**src/rtl/ps2_cmd_sequencer.sv**
```systemverilog
// PS/2 host command sequencer: issues reset (0xFF) and LED (0xED + arg) commands,
// handles ACK/RESEND/timeout with bounded retries, and passes idle scancodes through.
module ps2_cmd_sequencer #(
  parameter int TIMEOUT_CYCLES = 1_000_000,
  parameter int MAX_RETRY      = 3
) (
  input  logic       CLK50MHZ,
  input  logic       RST,
  input  logic       init_req,
  input  logic       led_req,
  input  logic [2:0] led_val,
  output logic       cmd_trig,
  output logic [7:0] cmd,
  input  logic [7:0] scancode,
  input  logic       scan_ready,
  output logic [7:0] key_code,
  output logic       key_valid,
  output logic       busy,
  output logic       done,
  output logic       error
);
  localparam int TW = (TIMEOUT_CYCLES > 1) ? $clog2(TIMEOUT_CYCLES) : 1;
  localparam int RW = (MAX_RETRY > 0) ? $clog2(MAX_RETRY + 1) : 1;
  localparam logic [TW-1:0] T_LAST = TW'(TIMEOUT_CYCLES - 1);
  localparam logic [RW-1:0] R_MAX  = RW'(MAX_RETRY);

  typedef enum logic [2:0] {IDLE, SEND, WAIT_ACK, WAIT_BAT, FAIL} state_t;

  state_t        state, state_nxt;
  logic          phase, phase_nxt;  // 0: command byte, 1: argument byte
  logic [7:0]    cur_byte, cur_byte_nxt;
  logic [7:0]    arg_byte, arg_byte_nxt;
  logic [RW-1:0] retry, retry_nxt;
  logic [TW-1:0] timer;
  logic          pend_init, pend_led;
  logic [2:0]    pend_led_val;
  logic          accept_init, accept_led, seq_ok, seq_fail, timeout;
  logic          rx_ack, rx_nak, rx_bat, rx_bat_err;

  assign timeout    = (timer == T_LAST);
  assign rx_ack     = scan_ready && (scancode == 8'hFA);
  assign rx_nak     = scan_ready && (scancode == 8'hFE);
  assign rx_bat     = scan_ready && (scancode == 8'hAA);
  assign rx_bat_err = scan_ready && (scancode == 8'hFC);

  always_ff @(posedge CLK50MHZ or posedge RST) begin
    if (RST) begin
      state        <= IDLE;
      phase        <= 1'b0;
      cur_byte     <= 8'h00;
      arg_byte     <= 8'h00;
      retry        <= '0;
      timer        <= '0;
      pend_init    <= 1'b0;
      pend_led     <= 1'b0;
      pend_led_val <= 3'b000;
      done         <= 1'b0;
      error        <= 1'b0;
      key_valid    <= 1'b0;
      key_code     <= 8'h00;
    end else begin
      state    <= state_nxt;
      phase    <= phase_nxt;
      cur_byte <= cur_byte_nxt;
      arg_byte <= arg_byte_nxt;
      retry    <= retry_nxt;
      // Timer restarts on any state change, so each resend gets a full window
      if (state_nxt != state)                         timer <= '0;
      else if (state == WAIT_ACK || state == WAIT_BAT) timer <= timer + TW'(1);
      else                                            timer <= '0;
      pend_init <= !accept_init && (pend_init || init_req);
      pend_led  <= !accept_led && (pend_led || led_req);
      if (led_req) pend_led_val <= led_val;
      done <= seq_ok;
      if (seq_fail)                                   error <= 1'b1;
      else if (seq_ok || accept_init || accept_led)   error <= 1'b0;
      key_valid <= (state == IDLE) && scan_ready;
      if ((state == IDLE) && scan_ready) key_code <= scancode;
    end
  end

  always_comb begin
    state_nxt    = state;
    phase_nxt    = phase;
    cur_byte_nxt = cur_byte;
    arg_byte_nxt = arg_byte;
    retry_nxt    = retry;
    accept_init  = 1'b0;
    accept_led   = 1'b0;
    seq_ok       = 1'b0;
    seq_fail     = 1'b0;
    case (state)
      IDLE: begin
        if (init_req || pend_init) begin
          accept_init  = 1'b1;
          cur_byte_nxt = 8'hFF;
          retry_nxt    = '0;
          state_nxt    = SEND;
        end else if (led_req || pend_led) begin
          accept_led   = 1'b1;
          cur_byte_nxt = 8'hED;
          arg_byte_nxt = {5'b00000, (led_req ? led_val : pend_led_val)};
          retry_nxt    = '0;
          state_nxt    = SEND;
        end
      end
      SEND: state_nxt = WAIT_ACK;
      WAIT_ACK: begin
        if (rx_ack) begin
          retry_nxt = '0;
          if (phase) begin
            seq_ok    = 1'b1;
            state_nxt = IDLE;
          end else if (cur_byte == 8'hFF) begin
            state_nxt = WAIT_BAT;
          end else begin
            phase_nxt    = 1'b1;
            cur_byte_nxt = arg_byte;
            state_nxt    = SEND;
          end
        end else if (rx_nak || timeout) begin
          if (retry == R_MAX) begin
            seq_fail  = 1'b1;
            state_nxt = FAIL;
          end else begin
            retry_nxt = retry + RW'(1);
            state_nxt = SEND;
          end
        end
      end
      WAIT_BAT: begin
        if (rx_bat) begin
          seq_ok    = 1'b1;
          state_nxt = IDLE;
        end else if (rx_bat_err || timeout) begin
          seq_fail  = 1'b1;
          state_nxt = FAIL;
        end
      end
      FAIL:    state_nxt = IDLE;
      default: state_nxt = IDLE;
    endcase
    if (state_nxt == IDLE) phase_nxt = 1'b0;
  end

  always_comb begin
    cmd_trig = (state == SEND);
    cmd      = cur_byte;
    busy     = (state != IDLE) || pend_init || pend_led;
  end
endmodule

```
**config.mk**
```make
export PLATFORM = sky130hd
export DESIGN_NAME = ps2_cmd_sequencer
export DESIGN_NICKNAME = d
export VERILOG_FILES = /design/src/rtl/ps2_cmd_sequencer.sv
export SDC_FILE = /design/constraint.sdc
export NUM_CORES = 1
export LEC_CHECK = 0
export ABC_AREA = 1
export CORE_MARGIN = 4
export CORE_UTILIZATION = 38
export CTS_CLUSTER_SIZE = 20
export DETAILED_ROUTE_END_ITERATION = 16
export SKIP_CTS_REPAIR_TIMING = 1
export SLEW_MARGIN = 25
export SYNTH_ARGS = -nofsm -noshare
export SYNTH_HDL_FRONTEND = slang
export SYNTH_SLANG_ARGS = --single-unit
```
**constraint.sdc**
```tcl
create_clock -name CLK50MHZ -period 3.6 [get_ports CLK50MHZ]
set_input_delay 0.72 -clock CLK50MHZ [delete_from_list [all_inputs] [get_ports CLK50MHZ]]
set_output_delay 0.72 -clock CLK50MHZ [all_outputs]
set_load 0.005 [all_outputs]
```
==> run metrics, run 1 <==
status finished clean; Hold Path Depth 2; placed cells 474; RSZ-0062 raised after global routing no; max-slew violation count 0; Starting Density 0.389; Cell Area, Synth 0.00280 mm2; Yosys reg bits 50; worst relative slew slack 0.530; Worst Reg2Reg Path Length in Cells 10; I/O pins 37; global-route usage over all layers 0.140; Die Wd 93.9 um; Clock transition at path regs 110 ps; CTS root buffer clkbuf_8; TritonCTS Buffers 5; FF+latch area 0.00125 mm2; Worst-Skew Late Latency 310 ps; highest clock rate 401 MHz; power per cell area 625 mW/mm2; worst-path cell chain inv_1, nor3_1, clkdlybuf4s50_1; global-route wire length before repair 10000 um; wire per inst 11.9 um; Area growth syn-to-layout 18.9%; Yosys top cell area share 0.446; CP max stage delay 600 ps; Initial DRC Count 74; Critical Path Sink Type output pin; Yosys top cell by area dfrtp_1; global route overflow 0; top cells by count, synth nand2_1 (76), dfrtp_1 (50), inv_1 (41); Leak Pwr 1.49 nW; num rows 31; ant diodes 0; initial antenna violation count 0; vias in the first global route 2231; multi-input logic area 0.00129 mm2; Worst-Margin Slew 703 ps; Seq pwr share 0.372; Syn Nets 366; Finished Layout Cells 482; crit path from state[0]; syn avg cell area 8.06 um2; top_reg_cell synth dfrtp_1; gate count of the mapped netlist 348; Period minus WS final 2490 ps; Port Buf Inserts 36; synth top area cells dfrtp_1 (45%), nand2_1 (10%), nor2_2 (6.9%); cell-internal power 1.26 mW; CTS H-Tree Depth 2; CTS sink cnt 50; # setup viols final 0; Max-cap violations 0; synth warn 0; GP Congestion 0.857; CP Launch Type flop; Fin. Hold Viols 0; pin count of the biggest net entering global routing 51; TritonRoute pass-1 iters 4; fill count 751; vias per cell 4.71; Clk network pwr share 0.201; Die Ht 93.9 um; Final nets 400; number of enable flip-flop cells after synthesis 0; critical path type flop to output pin; Switching Power 821 uW; Residual DRC 0; Worst Clk Skew 12.3 ps; r2r startpoint timer[0]; Peak VDD IR 0.303 mV; final cycle utilization of the critical path 0.692; core area 0.00721 mm2; final wirelength 5730 um; top-count cell post-synth nand2_1; Comb pwr share 0.426; Setup TNS Final 0 ps; HP Start key_code[7]; Antenna Nets Post-Route 0; DP HPWL 4210 um; clk buf depth 2; maximum fanout along the worst path 4; sw frac 0.394; layout cells sized above 1 0.206; die footprint 0.00882 mm2; worst path arrival time 1770 ps; R2R Setup Slk 1530 ps; asr flop ratio synth 1.00; CTS tree yes; sequential fraction of the synthesis area 0.446; Synth cell types 36; Req. time, crit path 2880 ps; hold crit path type flop to flop; via count 2271; Worst path slowest cell clkdlybuf4s50_1
area by class of cell:
type / count / share of cell area
well taps: 99 / 0.0371
flip-flops and latches: 50 / 0.375
clock buffers: 5 / 0.0206
multi-input cells: 240 / 0.388
clock inverters: 3 / 0.0143
inverters: 49 / 0.0567
repair buffers: 36 / 0.108
registers in the layout (all words and copies together), names as in the netlist, 2 cells and up:
signal,cells
cmd,5
arg_byte,3
pend_led_val,3
state,3
key_code,8
retry,2
timer,20
metrics by stage:
stage,worst slack (ps),hold WS (ps),util,total power [mW],area (um2)
floorplan,1680,457,-,1.43,2800
global placement,796,461,0.446,1.69,3220
detailed placement,774,462,0.446,1.69,3220
CTS,1100,491,0.462,2.12,3330
global route,971,511,0.462,2.25,3330
finish,1110,486,0.462,2.08,3330
cell families after synthesis:
group                      Yosys count  share of synthesized area
AOI/OAI and AO/OA                   36                     0.0803
adders and majority gates            2                    0.00892
buffers and inverters               58                     0.0924
DFF                                 50                      0.446
muxes                                4                     0.0161
and+or+nand+nor                    198                      0.356
layer usage:
layer | track usage | share of wire | vias to the layer above
li1 | - | - | 1171
met1 | 0.186 | 0.48 | 1051
met2 | 0.229 | 0.46 | 38
met3 | 0.0337 | 0.036 | 11
met4 | 0.0361 | 0.016 | 0
met5 | 0 | 0 | -
power by group through the flow:
stage | combinational (mW) | clock [mW] | sequential [mW]
floorplan | 0.652 | 0 | 0.781
global placement | 0.896 | 0 | 0.789
detailed placement | 0.904 | 0 | 0.790
CTS | 0.907 | 0.435 | 0.780
global route | 0.992 | 0.460 | 0.797
finish | 0.888 | 0.419 | 0.776
placed cells by master (no fill, tap or decap), drive strengths merged, types with 4 or more instances in the layout:
master / Yosys / layout
nand2: 85 / 85
nor2: 62 / 62
inv: 49 / 50
o21ai: 17 / 17
mux2: 4 / 4
a21oi: 4 / 4
o21bai: 5 / 5
clkbuf: 1 / 5
nand4: 8 / 8
nor3: 6 / 6
dfrtp: 50 / 50
nand3: 32 / 32
clkdlybuf4s50: 0 / 36
worst max-delay path, delay by kind of cell (launching register included):
kind / cells / cell delay (ps)
buffers and inverters: 2 / 680
flip-flops: 1 / 420
AND/OR/NAND/NOR: 1 / 370
path summary, 6_finish.rpt:
path	endpoint
max in group asynchronous	timer[3]
setup / recovery	cmd_trig
min in group asynchronous	key_code[0]
setup reg to reg	timer[17]
hold / removal	key_code[7]
hold reg to reg	key_code[7]
(Power assumes the default switching activity.)
==> run 2, diff against run 1 <==
==> constraint.sdc (replaced) <==
create_clock -name CLK50MHZ -period 2.4 [get_ports CLK50MHZ]
set_input_delay 0.48 -clock CLK50MHZ [delete_from_list [all_inputs] [get_ports CLK50MHZ]]
set_output_delay 0.48 -clock CLK50MHZ [all_outputs]
set_load 0.005 [all_outputs]
==> run 2 against run 1 <==
Combinational power is 64% higher. Final cell count is 1.2% higher. Largest cell class unchanged. Critical endpoint unchanged. Total power is 49% higher. Highest routed layer unchanged. Design area is 0.79% higher. Critical path type unchanged. Flip-flop and latch count stayed put. Non-clock buffer count is 7 higher.
==> run metrics, run 2 (synthesis gave the netlist of run 1 again) <==
status finished clean; via count 2276; CTS H-Tree Depth 2; Buf+Inv Stages, Crit Path 2; Peak VDD IR 0.513 mV; Top reg by flops timer; Port Buf Inserts 36; Worst-Margin Slew 517 ps; power per cell area 925 mW/mm2; r2r startpoint state[0]; Top Family by Delay on Critical Path buffers and inverters; vias per cell 4.66; Clock transition at path regs 90 ps; GP Congestion 0.918; hold crit path type flop to flop; vias in the first global route 2300; worst-path cell chain inv_1, nor3_1, clkdlybuf4s50_1; hold_ws 478 ps; clk buf depth 2; final wirelength 5900 um; commonest non-fill, non-tap cell in the layout nand2_1; Setup TNS Final 0 ps; maximum fanout along the worst path 4; Area growth syn-to-layout 19.9%; worst relative slew slack 0.655; ant diodes 0; worst path arrival time 1780 ps; Worst Clk Skew 7.09 ps; wire per inst 12.1 um; Residual DRC 0; Fin. Hold Viols 0; Worst path slowest cell clkdlybuf4s50_1; I/O pins 37; CP max stage delay 600 ps; max FFs per register 20; crit path from state[0]; Starting Density 0.389; final cycle utilization of the critical path 0.942; CTS root buffer clkbuf_8; pin count of the biggest net entering global routing 24; max-slew violation count 0; Final nets 407; critical path type flop to output pin; num rows 31; RSZ-0062 raised after global routing no; Final Power 3.11 mW; HP Start key_code[5]; Req. time, crit path 1920 ps; Die Ht 93.9 um; # setup viols final 0; fin util 0.466; global route overflow 0; Leak Pwr 1.51 nW; fill count 748; Initial DRC Count 74; CTS tree yes; die footprint 0.00882 mm2; TritonRoute pass-1 iters 4; CTS sink cnt 50; most frequent cells in the layout nand2_1 (76), dfrtp_1 (50), inv_1 (40); TritonCTS Buffers 5; global-route usage over all layers 0.149; Antenna Nets Post-Route 0; Critical Path Sink Type output pin; Worst-Skew Late Latency 300 ps; DP HPWL 4560 um; Die Wd 93.9 um; global-route wire length before repair 10500 um; layout cells sized above 1 0.216; Period minus WS final 2260 ps; CP Launch Type flop; initial antenna violation count 0; highest clock rate 442 MHz; core area 0.00721 mm2; Max-cap violations 0
run 2: path summary, 6_finish.rpt:
check | slack (ps) | to | depth (start not counted)
worst max-delay path | 140 | cmd_trig | 3
min in group asynchronous | 520 | timer[7] | 2
worst min register to register | 480 | key_code[5] | 2
worst min-delay path | 480 | key_code[5] | 2
max in group asynchronous | 1310 | cmd[6] | 3
worst max register to register | 560 | timer[8] | 8
run 2: through the flow:
stage / cell area [um2] / setup slack (ps) / std cells
2_1_floorplan: 2800 / 719 / 348
3_3_place_gp: 3280 / 122 / 481
3_5_place_dp: 3280 / 103 / 481
4_1_cts: 3360 / 153 / 488
5_1_grt: 3360 / 34.3 / 488
6_report: 3360 / 139 / 488
run 2: cell type report:
type	instances	area (um2)	share of cell area
clock inverter	1	7.51	0.00223
inverter	49	186	0.0555
timing repair buffer	43	425	0.127
multi-input combinational	240	1290	0.385
sequential	50	1250	0.372
tap	99	124	0.0369
clock buffer	6	72.6	0.0216
run 2: power breakdown:
part,total [mW],internal [mW],switching (mW)
Sequential,1.17,1.04,0.135
Clock,0.478,0.201,0.277
Combinational,1.46,0.643,0.814
run 2: routing by layer:
metal | up-vias | GRT usage | wire length, um
met4 | 0 | 0.0361 | 60
met3 | 7 | 0.0321 | 165
met1 | 1058 | 0.193 | 2860
met5 | - | 0 | 0
met2 | 28 | 0.252 | 2820
li1 | 1183 | - | -
run 2: tightest hold or removal path: stages (launching register included):
cell,delay (ps)
dfrtp_1,350
nand2_1,50
nand2_1,50
